### src/rtl/tlb_mgr_pkg.sv
// Shared TLB types and constants for the TLB maintenance initiator.
package tlb_mgr_pkg;

    localparam int unsigned TLBNUM   = 16;
    localparam int unsigned TLBIDLEN = $clog2(TLBNUM);

    typedef enum logic [2:0] {
        TLB_SRCH = 3'd0,
        TLB_RD   = 3'd1,
        TLB_WR   = 3'd2,
        TLB_FILL = 3'd3,
        TLB_INV  = 3'd4
    } tlb_op_t;

    localparam logic [4:0] INV_ALL0          = 5'd0;
    localparam logic [4:0] INV_ALL1          = 5'd1;
    localparam logic [4:0] INV_GLOBAL        = 5'd2;
    localparam logic [4:0] INV_NONGLOBAL     = 5'd3;
    localparam logic [4:0] INV_ASID          = 5'd4;
    localparam logic [4:0] INV_ASID_VA       = 5'd5;
    localparam logic [4:0] INV_GLOBAL_ASID_VA = 5'd6;
    localparam logic [4:0] INV_OP_MAX        = INV_GLOBAL_ASID_VA;

    typedef struct packed {
        logic [18:0] vppn;
        logic [5:0]  ps;
        logic        g;
        logic [9:0]  asid;
        logic        e;
        logic [19:0] ppn0;
        logic [1:0]  plv0;
        logic [1:0]  mat0;
        logic        d0;
        logic        v0;
        logic [19:0] ppn1;
        logic [1:0]  plv1;
        logic [1:0]  mat1;
        logic        d1;
        logic        v1;
    } tlb_entry_t;

    typedef struct packed {
        logic                found;
        logic [TLBIDLEN-1:0] index;
    } tlb_result_t;

    // An invalid entry read back keeps only its page size; the CSR file clears the rest.
    function automatic tlb_entry_t rd_clear(input tlb_entry_t ent);
        tlb_entry_t r;
        r    = '0;
        r.ps = ent.ps;
        return r;
    endfunction

    function automatic logic inv_op_bad(input logic [4:0] op);
        return op > INV_OP_MAX;
    endfunction

endpackage

### src/rtl/tlb_mgr_if.sv
// Bundle of pipeline request/response, CSR operands and TLB port signals for tlb_mgr.
interface tlb_mgr_if;
    import tlb_mgr_pkg::*;

    logic                req_valid;
    logic                req_ready;
    tlb_op_t             req_op;
    logic [4:0]          req_invop;
    logic [9:0]          req_inv_asid;
    logic [31:0]         req_inv_va;
    tlb_entry_t          csr_entry;
    logic [TLBIDLEN-1:0] csr_index;

    logic [18:0]         s_vppn;
    logic                s_va_bit12;
    logic [9:0]          s_asid;
    tlb_result_t         s_result;
    logic [TLBIDLEN-1:0] r_index;
    tlb_entry_t          r_entry;
    logic                we;
    logic [TLBIDLEN-1:0] w_index;
    tlb_entry_t          w_entry;
    logic                invtlb_valid;
    logic [4:0]          invtlb_op;
    logic [9:0]          invtlb_asid;
    logic [31:0]         invtlb_va;

    logic                resp_valid;
    logic                resp_ready;
    tlb_op_t             resp_op;
    logic                resp_found;
    logic [TLBIDLEN-1:0] resp_index;
    tlb_entry_t          resp_entry;
    logic                resp_inv_bad;

    modport slave (
        input  req_valid, req_op, req_invop, req_inv_asid, req_inv_va,
               csr_entry, csr_index, s_result, r_entry, resp_ready,
        output req_ready, s_vppn, s_va_bit12, s_asid, r_index,
               we, w_index, w_entry, invtlb_valid, invtlb_op, invtlb_asid, invtlb_va,
               resp_valid, resp_op, resp_found, resp_index, resp_entry, resp_inv_bad
    );

    modport master (
        output req_valid, req_op, req_invop, req_inv_asid, req_inv_va,
               csr_entry, csr_index, s_result, r_entry, resp_ready,
        input  req_ready, s_vppn, s_va_bit12, s_asid, r_index,
               we, w_index, w_entry, invtlb_valid, invtlb_op, invtlb_asid, invtlb_va,
               resp_valid, resp_op, resp_found, resp_index, resp_entry, resp_inv_bad
    );

endinterface

### src/rtl/tlb_fill_ptr.sv
// TLBFILL victim selection: wrapping index counter advanced once per fill.
module tlb_fill_ptr
    import tlb_mgr_pkg::*;
#(
    parameter int unsigned NUM = TLBNUM,
    parameter int unsigned W   = TLBIDLEN
) (
    input  logic         clk,
    input  logic         reset,
    input  logic         inc_i,
    output logic [W-1:0] ptr_o
);

    logic [W-1:0] ptr_q;
    logic [W-1:0] ptr_d;

    always_comb begin
        ptr_d = ptr_q;
        if (inc_i) begin
            ptr_d = (ptr_q == W'(NUM - 1)) ? '0 : ptr_q + 1'b1;
        end
    end

    always_ff @(posedge clk or posedge reset) begin
        if (reset) begin
            ptr_q <= '0;
        end else begin
            ptr_q <= ptr_d;
        end
    end

    assign ptr_o = ptr_q;

endmodule

### src/rtl/tlb_mgr.sv
// Serialises TLBSRCH/TLBRD/TLBWR/TLBFILL/INVTLB onto the TLB ports, one op per IDLE->EXEC->RESP pass.
module tlb_mgr
    import tlb_mgr_pkg::*;
(
    input  logic     clk,
    input  logic     reset,
    tlb_mgr_if.slave bus
);

    typedef enum logic [1:0] {
        IDLE = 2'd0,
        EXEC = 2'd1,
        RESP = 2'd2
    } state_t;

    state_t              state_q;
    logic                req_ready_q;
    tlb_op_t             op_q;
    logic [4:0]          invop_q;
    logic [9:0]          inv_asid_q;
    logic [31:0]         inv_va_q;
    logic                we_q;
    logic                invtlb_valid_q;
    logic                resp_valid_q;
    tlb_op_t             resp_op_q;
    logic                resp_found_q;
    logic [TLBIDLEN-1:0] resp_index_q;
    tlb_entry_t          resp_entry_q;
    logic                resp_inv_bad_q;
    logic [TLBIDLEN-1:0] fill_ptr;
    logic                fill_inc;

    assign fill_inc = we_q && (op_q == TLB_FILL);

    tlb_fill_ptr #(
        .NUM (TLBNUM),
        .W   (TLBIDLEN)
    ) u_fill_ptr (
        .clk   (clk),
        .reset (reset),
        .inc_i (fill_inc),
        .ptr_o (fill_ptr)
    );

    // Strobes are registered at accept so they land in the single EXEC cycle.
    always_ff @(posedge clk or posedge reset) begin
        if (reset) begin
            state_q        <= IDLE;
            req_ready_q    <= 1'b1;
            op_q           <= TLB_SRCH;
            invop_q        <= '0;
            inv_asid_q     <= '0;
            inv_va_q       <= '0;
            we_q           <= 1'b0;
            invtlb_valid_q <= 1'b0;
            resp_valid_q   <= 1'b0;
            resp_op_q      <= TLB_SRCH;
            resp_found_q   <= 1'b0;
            resp_index_q   <= '0;
            resp_entry_q   <= '0;
            resp_inv_bad_q <= 1'b0;
        end else begin
            we_q           <= 1'b0;
            invtlb_valid_q <= 1'b0;
            unique case (state_q)
                IDLE: begin
                    if (bus.req_valid) begin
                        state_q        <= EXEC;
                        req_ready_q    <= 1'b0;
                        op_q           <= bus.req_op;
                        invop_q        <= bus.req_invop;
                        inv_asid_q     <= bus.req_inv_asid;
                        inv_va_q       <= bus.req_inv_va;
                        we_q           <= (bus.req_op == TLB_WR) || (bus.req_op == TLB_FILL);
                        invtlb_valid_q <= (bus.req_op == TLB_INV) && !inv_op_bad(bus.req_invop);
                    end
                end
                EXEC: begin
                    state_q        <= RESP;
                    resp_valid_q   <= 1'b1;
                    resp_op_q      <= op_q;
                    resp_found_q   <= 1'b0;
                    resp_inv_bad_q <= 1'b0;
                    case (op_q)
                        TLB_SRCH: begin
                            resp_found_q <= bus.s_result.found;
                            if (bus.s_result.found) begin
                                resp_index_q <= bus.s_result.index;
                            end
                        end
                        TLB_RD: begin
                            resp_found_q <= bus.r_entry.e;
                            resp_entry_q <= bus.r_entry.e ? bus.r_entry : rd_clear(bus.r_entry);
                        end
                        TLB_FILL: resp_index_q   <= fill_ptr;
                        TLB_INV:  resp_inv_bad_q <= inv_op_bad(invop_q);
                        default: ;
                    endcase
                end
                RESP: begin
                    if (bus.resp_ready) begin
                        state_q      <= IDLE;
                        resp_valid_q <= 1'b0;
                        req_ready_q  <= 1'b1;
                    end
                end
                default: begin
                    state_q     <= IDLE;
                    req_ready_q <= 1'b1;
                end
            endcase
        end
    end

    assign bus.req_ready    = req_ready_q;

    assign bus.s_vppn       = bus.csr_entry.vppn;
    assign bus.s_va_bit12   = 1'b0;
    assign bus.s_asid       = bus.csr_entry.asid;
    assign bus.r_index      = bus.csr_index;

    assign bus.we           = we_q;
    assign bus.w_index      = (op_q == TLB_FILL) ? fill_ptr : bus.csr_index;
    assign bus.w_entry      = bus.csr_entry;

    assign bus.invtlb_valid = invtlb_valid_q;
    assign bus.invtlb_op    = invop_q;
    assign bus.invtlb_asid  = inv_asid_q;
    assign bus.invtlb_va    = inv_va_q;

    assign bus.resp_valid   = resp_valid_q;
    assign bus.resp_op      = resp_op_q;
    assign bus.resp_found   = resp_found_q;
    assign bus.resp_index   = resp_index_q;
    assign bus.resp_entry   = resp_entry_q;
    assign bus.resp_inv_bad = resp_inv_bad_q;

endmodule

### src/flat_wrapper.sv
// flat-port wrapper written by rule: the top's interface ports become plain ports
module tlb_mgr_flat import tlb_mgr_pkg::*;
  (clk, reset, bus_req_valid, bus_req_op, bus_req_invop, bus_req_inv_asid, bus_req_inv_va, bus_csr_entry, bus_csr_index, bus_s_result, bus_r_entry, bus_resp_ready, bus_req_ready, bus_s_vppn, bus_s_va_bit12, bus_s_asid, bus_r_index, bus_we, bus_w_index, bus_w_entry, bus_invtlb_valid, bus_invtlb_op, bus_invtlb_asid, bus_invtlb_va, bus_resp_valid, bus_resp_op, bus_resp_found, bus_resp_index, bus_resp_entry, bus_resp_inv_bad);
  tlb_mgr_if bus_i ();
  input  logic clk;
  input  logic reset;
  input wire logic [$bits(bus_i.req_valid)-1:0] bus_req_valid;
  input wire logic [$bits(bus_i.req_op)-1:0] bus_req_op;
  input wire logic [$bits(bus_i.req_invop)-1:0] bus_req_invop;
  input wire logic [$bits(bus_i.req_inv_asid)-1:0] bus_req_inv_asid;
  input wire logic [$bits(bus_i.req_inv_va)-1:0] bus_req_inv_va;
  input wire logic [$bits(bus_i.csr_entry)-1:0] bus_csr_entry;
  input wire logic [$bits(bus_i.csr_index)-1:0] bus_csr_index;
  input wire logic [$bits(bus_i.s_result)-1:0] bus_s_result;
  input wire logic [$bits(bus_i.r_entry)-1:0] bus_r_entry;
  input wire logic [$bits(bus_i.resp_ready)-1:0] bus_resp_ready;
  output wire logic [$bits(bus_i.req_ready)-1:0] bus_req_ready;
  output wire logic [$bits(bus_i.s_vppn)-1:0] bus_s_vppn;
  output wire logic [$bits(bus_i.s_va_bit12)-1:0] bus_s_va_bit12;
  output wire logic [$bits(bus_i.s_asid)-1:0] bus_s_asid;
  output wire logic [$bits(bus_i.r_index)-1:0] bus_r_index;
  output wire logic [$bits(bus_i.we)-1:0] bus_we;
  output wire logic [$bits(bus_i.w_index)-1:0] bus_w_index;
  output wire logic [$bits(bus_i.w_entry)-1:0] bus_w_entry;
  output wire logic [$bits(bus_i.invtlb_valid)-1:0] bus_invtlb_valid;
  output wire logic [$bits(bus_i.invtlb_op)-1:0] bus_invtlb_op;
  output wire logic [$bits(bus_i.invtlb_asid)-1:0] bus_invtlb_asid;
  output wire logic [$bits(bus_i.invtlb_va)-1:0] bus_invtlb_va;
  output wire logic [$bits(bus_i.resp_valid)-1:0] bus_resp_valid;
  output wire logic [$bits(bus_i.resp_op)-1:0] bus_resp_op;
  output wire logic [$bits(bus_i.resp_found)-1:0] bus_resp_found;
  output wire logic [$bits(bus_i.resp_index)-1:0] bus_resp_index;
  output wire logic [$bits(bus_i.resp_entry)-1:0] bus_resp_entry;
  output wire logic [$bits(bus_i.resp_inv_bad)-1:0] bus_resp_inv_bad;
  assign bus_i.req_valid = bus_req_valid;
  assign bus_i.req_op = bus_req_op;
  assign bus_i.req_invop = bus_req_invop;
  assign bus_i.req_inv_asid = bus_req_inv_asid;
  assign bus_i.req_inv_va = bus_req_inv_va;
  assign bus_i.csr_entry = bus_csr_entry;
  assign bus_i.csr_index = bus_csr_index;
  assign bus_i.s_result = bus_s_result;
  assign bus_i.r_entry = bus_r_entry;
  assign bus_i.resp_ready = bus_resp_ready;
  assign bus_req_ready = bus_i.req_ready;
  assign bus_s_vppn = bus_i.s_vppn;
  assign bus_s_va_bit12 = bus_i.s_va_bit12;
  assign bus_s_asid = bus_i.s_asid;
  assign bus_r_index = bus_i.r_index;
  assign bus_we = bus_i.we;
  assign bus_w_index = bus_i.w_index;
  assign bus_w_entry = bus_i.w_entry;
  assign bus_invtlb_valid = bus_i.invtlb_valid;
  assign bus_invtlb_op = bus_i.invtlb_op;
  assign bus_invtlb_asid = bus_i.invtlb_asid;
  assign bus_invtlb_va = bus_i.invtlb_va;
  assign bus_resp_valid = bus_i.resp_valid;
  assign bus_resp_op = bus_i.resp_op;
  assign bus_resp_found = bus_i.resp_found;
  assign bus_resp_index = bus_i.resp_index;
  assign bus_resp_entry = bus_i.resp_entry;
  assign bus_resp_inv_bad = bus_i.resp_inv_bad;
  tlb_mgr u_core (.clk(clk), .reset(reset), .bus(bus_i));
endmodule
### config.mk
export PLATFORM = sky130hd
export DESIGN_NAME = tlb_mgr_flat
export DESIGN_NICKNAME = d
export VERILOG_FILES = /design/src/rtl/tlb_mgr_pkg.sv /design/src/rtl/tlb_mgr_if.sv /design/src/rtl/tlb_fill_ptr.sv /design/src/rtl/tlb_mgr.sv /design/src/flat_wrapper.sv
export SDC_FILE = /design/constraint.sdc
export NUM_CORES = 1
export LEC_CHECK = 0
export ABC_AREA = 1
export CAP_MARGIN = 20
export CELL_PAD_IN_SITES_DETAIL_PLACEMENT = 1
export CELL_PAD_IN_SITES_GLOBAL_PLACEMENT = 2
export CORE_AREA = 2 2 204 206
export CTS_CLUSTER_DIAMETER = 100
export DETAILED_ROUTE_END_ITERATION = 12
export DIE_AREA = 0 0 206 208
export PLACE_DENSITY_LB_ADDON = 0.1
export SYNTH_ARGS = -nofsm -noshare
export SYNTH_HDL_FRONTEND = slang
export SYNTH_HIERARCHICAL = 1
export SYNTH_SLANG_ARGS = --single-unit
export TNS_END_PERCENT = 5
### constraint.sdc
create_clock -name clk -period 6 [get_ports clk]
set_input_delay 1.2 -clock clk [delete_from_list [all_inputs] [get_ports clk]]
set_output_delay 1.2 -clock clk [all_outputs]
set_load 0.01 [all_outputs]
==> impl_metrics.tcl <==
set metrics [dict create \
    cts_made_buffers 17 \
    ir_worst_vdd_mv 0.198 \
    antenna_found_initial 2 \
    register_area_mm2 0.00396 \
    timing.setup.tns_ns 0 \
    cts_hold_buffers 0 \
    grt_pass1_vias 6350 \
    required_ns 4.80 \
    dieArea_mm2 0.0428 \
    path_class "primary input to output port" \
    post_cts_resized 0 \
    drv_slew 0 \
    min_period_over_period 0.591 \
    hp-class "flop to flop" \
    synth_top_area_frac 0.540 \
    gr-total-overflow 0 \
    worst_slack_ns 2.45 \
    synth_nets 1085 \
    setup_viol 0 \
    power_leakage_uw 0.00474 \
    synthArstFlopShare 1.00 \
    syn_to_final_growth_pct 45.0 \
    worst_pin_slew_ns 0.956 \
    path_max_fanout 2 \
    vias 5821 \
    rsz0062_at_grt "false" \
    yosysSeqAreaShare 0.544 \
    yosysWarningCount 6 \
    synth_area_mm2 0.00727 \
    nFillCells 4751 \
    drc 0 \
    drive_gt1_frac 0.0487 \
    post-place-ws_ns 2.43 \
    io_buffers 308 \
    cellPowerDensity_mw_per_mm2 494 \
    clock-root-buffer "clkbuf_16" \
    fin_crit_ns 3.55 \
    yosys_register_bits 158 \
    firstDrtPassIters 4 \
    postRouteAntennaNets 0 \
    synthCells 843 \
    postSynthAreaPerCell_um2 8.62 \
    htreeDepth 4 \
    rows 74 \
    power.total_uw 5210 \
    grt_max_degree 91 \
    die_h_um 208 \
    grt_pass1_wl_um 39100 \
    start_kind "primary input" \
    routed_wl_um 25900 \
    core_area_mm2 0.0406 \
    place_inst 1526 \
    skew_ns 0.0105 \
    io_pins 517 \
    hold_violations 0 \
    maxCapViolCount 0 \
    critPathArrivalTime_ns 2.35 \
    status "finished, final reports clean" \
    synth_edf_count 0 \
    multi_input_area_mm2 0.00210 \
    ys_types 23 \
    clk_pin_slew_ns 0.06 \
    max-slew-margin-rel 0.362 \
    endpoint_kind "output port" \
    synthFlopType "dfrtp_1" \
    wl_per_cell_um 16.6 \
    finalNetCount 1256 \
    grt.total_usage 0.120 \
    synthTopCellsByCount "nand2_1 (380), dfrtp_1 (157), buf_4 (125)" \
    max_freq_mhz 282 \
    place.gp.congestion 0.681 \
    viasPerCell 3.73 \
    final_util 0.260 \
    synth_most_common_cell "nand2_1" \
    die_width_um 206 \
    cts_tree "yes" \
    synth_area_leader_cell "dfrtp_1" \
    drtIter0Drc 243 \
    start_util 0.179 \
    synth_area_leaders "dfrtp_1 (54%), nand2_1 (20%), buf_4 (13%)" \
    clk_latency_ns 0.43 \
    post_cts_buffers 0 \
    ctsLongestPathBuffers 2 \
    layoutNonFillerInstCount 1560 \
    cts_sinks 158 \
    hpwlAfterDp_um 18100 \
]
==> path summary, 6_finish.rpt <==
kind                                                start                    endpoint  slack, ns  cells after the start
worst max-delay path                     bus_csr_index[1]              bus_w_index[1]       2.45                      4
min in group asynchronous                           reset  u_core/u_fill_ptr/ptr_o[3]       1.09                      2
worst max register to register             u_core/op_q[0]   u_core/bus.resp_entry[27]       3.59                      4
max in group asynchronous                           reset   u_core/bus.resp_entry[23]       3.74                      3
worst min register to register  u_core/bus.resp_entry[52]   u_core/bus.resp_entry[52]       0.47                      2
worst min-delay path            u_core/bus.resp_entry[52]   u_core/bus.resp_entry[52]       0.47                      2
==> power by group <==
part           leakage [µW]  switching [µW]  total [µW]  internal, µW
clock network      0.000292             469        1160           687
logic               0.00250            1030        2190          1160
registers           0.00195             290        1860          1570
total               0.00474            1790        5210          3420
==> through the flow <==
stage	area (µm²)	hold WS [ns]
2_1_floorplan	7270	0.467
3_3_place_gp	9910	0.460
3_5_place_dp	9910	0.463
4_1_cts	10500	0.481
5_1_grt	10500	0.491
6_report	10500	0.472
==> state kept, by name, indices dropped and copies added (netlist names), 2 cells and up <==
| signal | cells |
|---|---|
| u_core/bus.resp_entry | 89 |
| u_core/u_fill_ptr/ptr_o | 4 |
| u_core/bus.invtlb_va | 32 |
| u_core/bus.invtlb_asid | 10 |
| u_core/op_q | 3 |
| u_core/bus.resp_index | 4 |
| u_core/state_q | 2 |
| u_core/bus.invtlb_op | 5 |
| u_core/bus.resp_op | 3 |
==> per-layer routing <==
layer,vias up,part of all wire,global-route usage
li1,2841,-,-
met1,2696,0.44,0.153
met2,267,0.43,0.177
met3,15,0.12,0.0685
met4,2,0.0072,0.0256
met5,-,0.00050,0
==> cell usage in the layout, fill, tap and decap left out, types with 12 or more instances in the layout <==
| master | synthesis | final |
|---|---|---|
| o21ai_0 | 16 | 16 |
| nand2_1 | 380 | 379 |
| inv_1 | 13 | 12 |
| nand3_1 | 15 | 15 |
| dfrtp_1 | 157 | 157 |
| nor2_1 | 13 | 13 |
| clkdlybuf4s50_1 | 0 | 307 |
| o21ai_1 | 69 | 69 |
| clkbuf_16 | 0 | 17 |
==> layout make-up <==
type	count	share of cell area
diodes	1	0.000237
clock buffers	22	0.0450
clock inverters	10	0.0129
inverters	16	0.00617
multi-input cells	508	0.200
flip-flops and latches	158	0.375
well taps	532	0.0631
repair buffers	313	0.298
==> worst max-delay path, stage by stage <==
cell             delay [ns]
clkdlybuf4s50_1        0.48
nand2_1                0.06
nand2_1                0.08
clkdlybuf4s50_1        0.53
==> logic make-up (layout without fill, tap and decap cells) <==
kind of cell               after synthesis  in the layout  synth area share
DFF                                    158            158             0.544
and+or+nand+nor                        417            417             0.223
other                                    1              2          0.000516
buffers and inverters                  177            361             0.167
xor gates and xnor gates                 1              1           0.00120
AOI/OAI and AO/OA                       88             88            0.0621
adders and majority gates                1              1           0.00172
Note: power is estimated with default switching activity, not from simulation.
